[src/rtl/cache_ctrl_wb.sv]
// Cache miss/write controller: sequences victim write-back, line fill and array
// update around a core request, in write-through or write-back/allocate mode.
module cache_ctrl_wb #(
    parameter int RD_LAT     = 2,
    parameter int WR_LAT     = 2,
    parameter int WRITE_BACK = 0
) (
    input  logic clk,
    input  logic rst,
    input  logic en_R,
    input  logic en_W,
    input  logic hit,
    input  logic dirty,
    output logic Read_mem,
    output logic Write_mem,
    output logic Valid_enable,
    output logic Tag_enable,
    output logic Data_enable,
    output logic Dirty_enable,
    output logic Dirty_value,
    output logic sel_mem_core,
    output logic sel_victim,
    output logic stall
);

    typedef enum logic [1:0] {
        S_IDLE,
        S_WB,
        S_FILL,
        S_UPDATE
    } state_t;

    localparam bit         WB_MODE = (WRITE_BACK != 0);
    localparam logic [3:0] RD_INIT = 4'(RD_LAT - 1);
    localparam logic [3:0] WR_INIT = 4'(WR_LAT - 1);

    state_t     state_q;
    logic [3:0] cnt_q;
    logic       req_r;
    logic       req_w;
    logic       miss;

    // Simultaneous read and write is an illegal request and is dropped entirely.
    assign req_r = en_R & ~en_W;
    assign req_w = en_W & ~en_R;
    assign miss  = (req_r & ~hit) | (WB_MODE & req_w & ~hit);

    // NOTE: sequential state uses non-blocking assignments so every register
    // samples pre-edge values regardless of statement order.
    always_ff @(posedge clk) begin
        if (rst) begin
            state_q <= S_IDLE;
            cnt_q   <= '0;
        end else begin
            case (state_q)
                S_IDLE: begin
                    if (miss) begin
                        if (WB_MODE && dirty) begin
                            state_q <= S_WB;
                            cnt_q   <= WR_INIT;
                        end else begin
                            state_q <= S_FILL;
                            cnt_q   <= RD_INIT;
                        end
                    end
                end
                S_WB: begin
                    if (cnt_q == '0) begin
                        state_q <= S_FILL;
                        cnt_q   <= RD_INIT;
                    end else begin
                        cnt_q <= cnt_q - 4'd1;
                    end
                end
                S_FILL: begin
                    if (cnt_q == '0) state_q <= S_UPDATE;
                    else             cnt_q   <= cnt_q - 4'd1;
                end
                S_UPDATE: state_q <= S_IDLE;
                default:  state_q <= S_IDLE;
            endcase
        end
    end

    // Outputs are decoded combinationally: hits must be served in the request
    // cycle and reset must blank them immediately.
    // NOTE: every output gets a default first so no path through the case infers a latch.
    always_comb begin
        Read_mem     = 1'b0;
        Write_mem    = 1'b0;
        Valid_enable = 1'b0;
        Tag_enable   = 1'b0;
        Data_enable  = 1'b0;
        Dirty_enable = 1'b0;
        Dirty_value  = 1'b0;
        sel_mem_core = 1'b0;
        sel_victim   = 1'b0;
        stall        = 1'b0;
        if (!rst) begin
            case (state_q)
                S_IDLE: begin
                    stall = miss;
                    if (req_w && hit) begin
                        Data_enable  = 1'b1;
                        sel_mem_core = 1'b1;
                        Dirty_enable = WB_MODE;
                        Dirty_value  = WB_MODE;
                        Write_mem    = ~WB_MODE;
                    end else if (req_w && !WB_MODE) begin
                        Write_mem = 1'b1;
                    end
                end
                S_WB: begin
                    Write_mem  = 1'b1;
                    sel_victim = 1'b1;
                    stall      = 1'b1;
                end
                S_FILL: begin
                    Read_mem = 1'b1;
                    stall    = 1'b1;
                end
                S_UPDATE: begin
                    Valid_enable = 1'b1;
                    Tag_enable   = 1'b1;
                    Data_enable  = 1'b1;
                    Dirty_enable = WB_MODE;
                    stall        = 1'b1;
                end
                default: stall = 1'b0;
            endcase
        end
    end

endmodule
[config.mk]
export PLATFORM = sky130hd
export DESIGN_NAME = cache_ctrl_wb
export DESIGN_NICKNAME = d
export VERILOG_FILES = /design/src/rtl/cache_ctrl_wb.sv
export SDC_FILE = /design/constraint.sdc
export NUM_CORES = 1
export LEC_CHECK = 0
export BUFFER_PORTS_ARGS = -buffer_cell sky130_fd_sc_hd__buf_2
export CORE_MARGIN = 2
export CORE_UTILIZATION = 35
export DETAILED_ROUTE_END_ITERATION = 8
export PLACE_DENSITY = 0.65
export SLEW_MARGIN = 20
export SYNTH_ARGS = -nofsm -noshare
export SYNTH_HDL_FRONTEND = slang
export SYNTH_SLANG_ARGS = --single-unit
[constraint.sdc]
create_clock -name clk -period 2.6 [get_ports clk]
set_input_delay 0 -clock clk [delete_from_list [all_inputs] [get_ports clk]]
set_output_delay 0 -clock clk [all_outputs]
set_load 0.01 [all_outputs]
==> Word-level counts from Yosys, hierarchy flattened <==
Cells that the tools add are included.
{ "op_classes": {"mux": 25, "n_addsub": 1, "bitwise": 6, "n_eq_ne": 7, "reduce_logical": 7} }
{ "op_table": {"columns": ["operator", "n"], "rows": [
  ["$mux W1", 14],
  ["$mux W4", 3],
  ["$pmux W4 S3", 1],
  ["$ne A2 B2 Y1 const B", 4],
  ["$pmux W2 S4", 1],
  ["$mux W2", 3],
  ["$pmux W1 S2", 3],
  ["$reduce_and A3 Y1", 2],
  ["$eq A2 B2 Y1 const B", 2],
  ["$logic_not A4 Y1", 1],
  ["$sub A4 B1 Y4 const B", 1],
  ["$and A1 B1 Y1", 3],
  ["$not A1 Y1", 3],
  ["$reduce_bool A3 Y1", 1],
  ["$reduce_or A3 Y1", 1],
  ["$eq A2 B1 Y1 const B", 1],
  ["$logic_not A2 Y1", 1],
  ["$logic_and A1 B1 Y1", 1]
]} }
{ "totals": {"out_inout_bits": 10, "wordCells": 48, "in_bits": 6, "reg_bits": 6} }

==> Depth between registers and ports, before layout <==
Gate-level depths: netlist of run 1.
{ "depth": {"word_depth": 6, "mapped_depth": 6, "ltp_nobuf": 6} }

==> Worst setup path after synthesis of run 1 <==
No wires, ideal clock.
{ "synth_path": {"path_type": "reg2reg", "from": "register state_q[0]", "to": "register state_q[1]", "required_time_ns": 2.514, "arrival_ns": 1.432, "stages_incl_launch_ff": 7, "period_less_slack_ns": 1.518, "slack_ns": 1.082, "n_path_buf": 0, "setup_time_ns": 0.086, "path_cell_list": "dfxtp_1 inv_1 ha_1 or2_2 a22oi_1 nor2_1 a211oi_1"} }
{ "synth_between": {"elab_chain_len": 3, "elab_cells_between_ends": 9, "classes_between": "6 x eq/ne; 1 x mux; 2 x reduce/logical"} }
{ "synth_lines": {"columns": ["element", "line", "source"], "rows": [
  ["start, declared", "37", "state_t state_q;"],
  ["start signal, assigned", "52", "state_q <= S_IDLE;"],
  ["start signal, assigned", "59", "state_q <= S_WB;"],
  ["start signal, assigned", "62", "state_q <= S_FILL;"],
  ["$eq A2 B1 Y1, or another cell as far along", "55", "case (state_q)"],
  ["$ne A2 B2 Y1 (no source line)", null, null],
  ["$reduce_and A3 Y1 (no source line)", null, null]
]} }
Parallel ways exist; a longest one is shown, timed or not.
A chain may end at the register's enable or synchronous reset.

==> Worst setup path after layout of run 1 <==
{ "layout_path": {"from": "register state_q[0]", "to": "output port Data_enable"} }
{ "layout_between": {"elab_chain_len": 3, "elab_cells_between_ends": 4, "classes_between": "1 x eq/ne; 2 x mux; 1 x reduce/logical"} }
{ "layout_lines": {"columns": ["element", "line", "source"], "rows": [
  ["$eq A2 B2 Y1 / $logic_not A2 Y1 (equally long branches)", "100", "case (state_q)"],
  ["$pmux W1 S2 *", "100", null],
  ["$mux W1 *", "99", "if (!rst) begin"],
  ["end, declared", "18", "output logic Data_enable,"]
]} }
Every way passes the cells marked *; elsewhere a longest branch is shown, timed or not.

==> flow_summary.rst, run 1 <==
.. list-table::
   :header-rows: 1

   * - Metric
     - Value
   * - Leak
     - around 0.29 nW
   * - Total GRT Usage
     - between 10% and 20%
   * - Pin count of the biggest net entering global routing
     - 14
   * - Aggregate negative setup slack
     - 0 ps
   * - Final clock skew
     - 2.35 ps
   * - Num CTS Buffers
     - 3
   * - Number of buffers between clock root and the deepest sink
     - 2
   * - Endpoints failing hold
     - 0
   * - Half-perimeter wire length of the detailed placement result
     - 781 um
   * - Core ar.
     - 0.00147 mm^2
   * - Placer congestion estimate
     - about 0.77
   * - Critical-path top delay cell
     - sky130_fd_sc_hd__dfxtp_1
   * - Commonest cells after routing, fill and taps aside
     - sky130_fd_sc_hd__buf_2, sky130_fd_sc_hd__ha_1, sky130_fd_sc_hd__dfxtp_1
   * - Root Buffer Master
     - sky130_fd_sc_hd__clkbuf_4
   * - # IOs
     - 16
   * - Top cells by area in the synthesized netlist
     - sky130_fd_sc_hd__dfxtp_1, sky130_fd_sc_hd__ha_1, sky130_fd_sc_hd__a221oi_4, sky130_fd_sc_hd__buf_4, sky130_fd_sc_hd__a21oi_1
   * - Number of fillers in the final layout
     - 145
   * - Number of gates given a new drive strength after cts
     - 0
   * - Signed area change from the synthesized netlist to the final layout
     - 12.9%
   * - Top cell type's share of synthesized area
     - between 20% and 30%
   * - Number of different library cells in the post-synthesis netlist
     - 28
   * - Number of clock sinks
     - 6
   * - Critical setup path kind
     - flip-flop to output port
   * - Clock slew seen by the registers of the worst setup and hold paths
     - 50 ps
   * - Iter 0 DRT Violations
     - 6
   * - Overall routed net length
     - around 1000 um
   * - Total power density per cell area
     - approximately 1100 mW/mm^2
   * - Number of buffer and inverter stages on the critical path
     - 2
   * - Drt wl/cell
     - 11.6 um
   * - Top delay family on crit path
     - flip-flops
   * - Post-synthesis instance area
     - 536 um^2
   * - Outcome
     - complete, no violations
   * - Launching element type of the critical path
     - flip-flop
   * - Total Die Area
     - approximately 0.0019 mm^2
   * - Mean area per synthesized cell
     - between 8 and 9 um^2
   * - Routed via count divided by cell count
     - approximately 5.2
   * - Number of DRC violations after detailed routing
     - 0
   * - Class of the tightest hold or removal check
     - input port to flip-flop
   * - Largest driver fanout on the critical path
     - 6
   * - Layout cell share with drive strength beyond 1
     - around 31%
   * - Worst path required time
     - between 2000 and 3000 ps
   * - Crit path arrival time
     - between 1500 and 2000 ps
   * - Total congestion overflow after global routing
     - 0
   * - Final-report max-slew violation count
     - 0
   * - Net count reported at finish
     - 87
   * - Detailed Routing Iterations Pass 1
     - 4
   * - Antenna violations before repair
     - 0
   * - RSZ-0062 raised after global routing
     - no
   * - Overall die height
     - 43.1 um
   * - Clock H-tree levels
     - 1
   * - Start point of the critical path
     - state_q[0]$_SDFFE_PP0P_
   * - Total vias in the final route
     - 458
   * - Number of core rows
     - 14
   * - Horizontal die dimension
     - around 43 um
   * - Cell with the most instances on the worst path
     - sky130_fd_sc_hd__and3b_1
   * - Number of synthesized register bits
     - 6
   * - Cell breakdown of the critical path
     - inv_1, ha_1, and3b_1, and3b_1, o21ba_2, buf_2
   * - First-pass GRT wire length
     - 1700 um
   * - Post-synthesis cell count
     - 61
   * - Area of the multi-input gates
     - between 300 and 400 um^2
   * - Number of setup buffers added after CTS
     - 0
   * - Max Fclk
     - ~560 MHz
   * - Number of nets with antenna violations after detailed routing
     - 0
   * - Insertion delay to the later sink of the worst-skew pair
     - about 240 ps
   * - Final setup fails
     - 0
   * - Most common cell after layout, fill and taps aside
     - sky130_fd_sc_hd__buf_2
   * - Sequential share of the synthesized area
     - ~22%
   * - Minimum clock period
     - ~1800 ps
   * - Input/output buffers
     - 12
   * - Origin of the critical flop-to-flop path
     - state_q[0]$_SDFFE_PP0P_
   * - Worst min-delay path startpoint
     - rst
   * - Post-synth top area cell
     - sky130_fd_sc_hd__dfxtp_1
   * - Starting density of the core
     - approximately 36%
   * - Number of antenna diodes
     - 0
   * - Synthesis warning total
     - 0
   * - FF/Latch Area
     - between 100 and 150 um^2
   * - TritonCTS clock tree
     - built
   * - Count of hold-fix buffers inserted at cts
     - 0
   * - Setup crit end kind
     - output port
   * - Ratio of final minimum period to clock period
     - a little under 70%
   * - Final total power
     - 651 uW
   * - Number of global-route vias before repair
     - roughly 400
   * - Number of max-cap violations
     - 0
   * - Peak supply drop
     - roughly 0.44 mV
   * - Slowest stage delay, CP
     - roughly 400 ps
## where the power goes
group	switching [mW]	total, mW	internal, mW
Combinational	0.228	0.418	0.190
Clock	0.0340	0.0863	0.0522
Sequential	0.0291	0.146	0.117
Total	0.291	0.651	0.360
## cell type report
type / instances / area share, %
timing repair buffer: 12 / 9.94
multi-input combinational: 46 / 60.0
tap: 16 / 3.31
sequential: 6 / 19.9
clock buffer: 3 / 3.73
inverter: 5 / 3.11
## state kept, by name (all words and copies together), names as in the netlist
name,cells
state_q,2
cnt_q,4
## path summary, 6_finish.rpt
| path | end | cells after the start | slack, ps |
|---|---|---|---|
| worst min register to register | cnt_q[1]$_SDFFE_PP0P_ | 2 | 500 |
| worst min-delay path | state_q[1]$_SDFFE_PP0P_ | 2 | 100 |
| worst max register to register | cnt_q[3]$_SDFFE_PP0P_ | 6 | 920 |
| worst max-delay path | Data_enable | 6 | 820 |
## cells by family after synthesis
logic type / after synthesis / synth area share, %
AOI/OAI and AO/OA: 16 / 25.9
other: 1 / 0.700
and+or+nand+nor: 21 / 24.1
DFF: 6 / 22.4
adders and majority gates: 7 / 16.4
buffers and inverters: 10 / 10.5
## layer usage
layer | up-vias | track usage [%] | wire length (um)
met1 | 198 | 15.7 | 499
met2 | 18 | 18.2 | 415
met5 | - | 0 | 0
met3 | 4 | 3.83 | 71
met4 | 0 | 10.9 | 35
li1 | 238 | - | -
## Yosys cell counts (all sizes together)
cell type and number:
nand2b 1, or2 2, and3b 2, ha 7, a211oi 1, o21ai 2
or3b 2, nor2b 3, a21oi 4, nor3 3, a22oi 1, nand2 2
o21a 1, buf 5, a311oi 1, conb 1, nor3b 1, o2bb2ai 1
nor2 5, a221oi 2, inv 5, dfxtp 6, o21ba 1, o32ai 2
## through the flow
step	util (%)	instance area [um^2]	hold slack, ps	cells	setup WS [ps]
floorplan	-	539	60.7	62	1080
global placement	39.5	582	357	85	935
detailed placement	39.5	582	356	85	928
CTS	41.1	604	94.5	88	808
global route	41.1	604	105	88	719
finish	41.1	604	100	88	823
## worst reg2reg max path, stage by stage, from the launching register on
cell	delay, ps
sky130_fd_sc_hd__dfxtp_1	400
sky130_fd_sc_hd__inv_1	110
sky130_fd_sc_hd__ha_1	350
sky130_fd_sc_hd__o21ai_0	170
sky130_fd_sc_hd__or2_2	320
sky130_fd_sc_hd__a21oi_1	140
sky130_fd_sc_hd__o2bb2ai_1	110
Note: power is estimated with default switching activity, not from simulation.
==> run 2: changes to the inputs <==
Settings changed: PLACE_DENSITY 0.65 to 0.67.
Clock period 2.6 ns to 1.6 ns, I/O delays scaled along.
==> run 2 against run 1 <==
  * Critical path depth did not move
  * Sequential power rose by 71%
  * Cell area rose by 16%
  * Flip-flop and latch count unchanged
  * Largest power group unchanged
  * Final cell count up 10%
  * Non-clock buffer count up 9
  * Setup slack worse by 750 ps
  * Utilization grew 6.5 points
  * Die area unchanged
  * Total power up 100%
  * Clock skew grew 2.7 ps
==> flow_summary.rst, run 2 (synthesis gave the netlist of run 1 again) <==
.. list-table::
   :header-rows: 1

   * - Metric
     - Value
   * - Crit path arrival time
     - roughly 1500 ps
   * - Antenna violations before repair
     - 0
   * - Core ar.
     - between 0.001 and 0.0015 mm^2
   * - Final non-filler cell total
     - 97
   * - Routed via count divided by cell count
     - approximately 5.3
   * - Minimum clock period
     - between 1500 and 2000 ps
   * - Total congestion overflow after global routing
     - 0
   * - Class of the tightest hold or removal check
     - input port to flip-flop
   * - Num CTS Buffers
     - 3
   * - Number of buffers between clock root and the deepest sink
     - 2
   * - Iter 0 DRT Violations
     - 14
   * - Cell with the most instances on the worst path
     - sky130_fd_sc_hd__and3b_1
   * - Total Die Area
     - approximately 0.0019 mm^2
   * - Number of nets with antenna violations after detailed routing
     - 0
   * - Total power density per cell area
     - around 1900 mW/mm^2
   * - Most common cell after layout, fill and taps aside
     - sky130_fd_sc_hd__buf_2
   * - Starting density of the core
     - a little over a third
   * - Half-perimeter wire length of the detailed placement result
     - between 800 and 900 um
   * - Number of instances in the placed design
     - 92
   * - Leak
     - approximately 0.33 nW
   * - Placer congestion estimate
     - a little under 0.8
   * - Register with the most flip-flops
     - cnt_q
   * - Aggregate negative setup slack
     - 0 ps
   * - Critical-path top delay cell
     - sky130_fd_sc_hd__dfxtp_4
   * - Worst path required time
     - 1600 ps
   * - Endpoints failing hold
     - 0
   * - Total GRT Usage
     - about 15%
   * - Critical setup path kind
     - flip-flop to output port
   * - Number of core rows
     - 14
   * - Root Buffer Master
     - sky130_fd_sc_hd__clkbuf_4
   * - Top delay family on crit path
     - flip-flops
   * - Net count reported at finish
     - 96
   * - Count of hold-fix buffers inserted at cts
     - 0
   * - Horizontal die dimension
     - 43.1 um
   * - # IOs
     - 16
   * - Setup crit end kind
     - output port
   * - TritonCTS clock tree
     - built
   * - Final setup fails
     - 0
   * - Number of cells on the worst reg-to-reg path
     - 6
   * - Number of buffer and inverter stages on the critical path
     - 2
   * - Fin util
     - between 40% and 50%
   * - Cell breakdown of the critical path
     - inv_2, ha_4, and3b_1, and3b_1, o21ba_2, buf_2
   * - Signed area change from the synthesized netlist to the final layout
     - 30.8%
   * - Max Fclk
     - about 660 MHz
   * - Peak supply drop
     - 0.951 mV
   * - CP Depth
     - 6
   * - Max FFs per register
     - 4
   * - Insertion delay to the later sink of the worst-skew pair
     - roughly 250 ps
   * - RSZ-0062 raised after global routing
     - no
   * - First-pass GRT wire length
     - between 2000 and 2500 um
   * - Clock H-tree levels
     - 1
   * - Launching element type of the critical path
     - flip-flop
   * - Drt wl/cell
     - around 12 um
   * - Largest driver fanout on the critical path
     - 5
   * - Number of DRC violations after detailed routing
     - 0
   * - Detailed Routing Iterations Pass 1
     - 4
   * - Final-report max-slew violation count
     - 0
   * - Number of clock sinks
     - 6
   * - Slowest stage delay, CP
     - around 370 ps
   * - Clock slew seen by the registers of the worst setup and hold paths
     - 50 ps
   * - Ratio of final minimum period to clock period
     - a little over nine tenths
   * - Commonest cells after routing, fill and taps aside
     - sky130_fd_sc_hd__buf_2, sky130_fd_sc_hd__buf_4, sky130_fd_sc_hd__a21oi_1, sky130_fd_sc_hd__nor2_1, sky130_fd_sc_hd__ha_1
   * - Overall die height
     - approximately 43 um
   * - Final clock skew
     - slightly above 5 ps
   * - Overall routed net length
     - around 1200 um
   * - Number of max-cap violations
     - 0
   * - Number of antenna diodes
     - 0
   * - Layout cell share with drive strength beyond 1
     - about 50%
   * - Largest registers ranked by flip-flop count
     - cnt_q: 4 flops, state_q: 2 flops
   * - Total vias in the final route
     - slightly above 500
   * - Pin count of the biggest net entering global routing
     - 14
   * - WHS Path Cells
     - 2
   * - Outcome
     - complete, no violations
   * - Input/output buffers
     - 12
   * - Number of global-route vias before repair
     - 484
   * - Final total power
     - about 1.3 mW
-- run 2: changes by cell type in the layout (fill, tap and decap cells not counted) --
cell	before	now
sky130_fd_sc_hd__a22oi_2	0	1
sky130_fd_sc_hd__inv_2	0	2
sky130_fd_sc_hd__buf_4	0	9
sky130_fd_sc_hd__dfxtp_2	0	2
sky130_fd_sc_hd__inv_1	5	3
sky130_fd_sc_hd__o21ai_1	0	1
sky130_fd_sc_hd__a22oi_1	1	0
sky130_fd_sc_hd__ha_2	0	2
sky130_fd_sc_hd__dfxtp_4	0	1
sky130_fd_sc_hd__ha_1	7	4
sky130_fd_sc_hd__o21ai_0	2	1
sky130_fd_sc_hd__ha_4	0	1
sky130_fd_sc_hd__dfxtp_1	6	3
-- run 2: final timing paths --
check	startpoint	slack (ps)	end
hold / removal	rst	90	state_q[1]$_SDFFE_PP0P_
setup reg to reg	state_q[1]$_SDFFE_PP0P_	110	cnt_q[0]$_SDFFE_PP0P_
hold reg to reg	cnt_q[3]$_SDFFE_PP0P_	500	cnt_q[3]$_SDFFE_PP0P_
setup / recovery	state_q[1]$_SDFFE_PP0P_	80	Data_enable
-- run 2: power breakdown --
| group | total, mW | switching [mW] | internal (mW) | leakage [nW] |
|---|---|---|---|---|
| registers | 0.249 | 0.0466 | 0.203 | 0.0503 |
| logic | 0.913 | 0.448 | 0.465 | 0.269 |
| clock network | 0.146 | 0.0609 | 0.0853 | 0.0138 |
-- run 2: area by class of cell --
class / instances / area (um^2)
flip-flops and latches: 6 / 126
well taps: 16 / 20.0
repair buffers: 21 / 128
inverters: 5 / 18.8
fillers: 147 / 771
clock buffers: 3 / 22.5
multi-input cells: 46 / 385
-- run 2: stage by stage --
step	hold slack [ps]	setup slack (ps)	cell area [um^2]
after floorplan	60.7	82.0	539
after global placement	345	42.1	634
after detailed placement	360	6.47	634
after CTS	85.5	11.5	674
after global routing	98.0	10.9	701
final	86.0	77.3	701
-- run 2: repair_timing --
action                                  4_1_cts  5_1_grt
buffers inserted                              0        2
pin swaps                                     0        2
resized for setup                             5        7
endpoints found under the setup margin        2        6
-- run 2: metal layers --
metal / track usage [%] / share of wire (%)
met4: 10.3 / 4.8
met3: 4.26 / 4.6
met1: 16.3 / 42
met5: 0 / 0
met2: 23.9 / 49
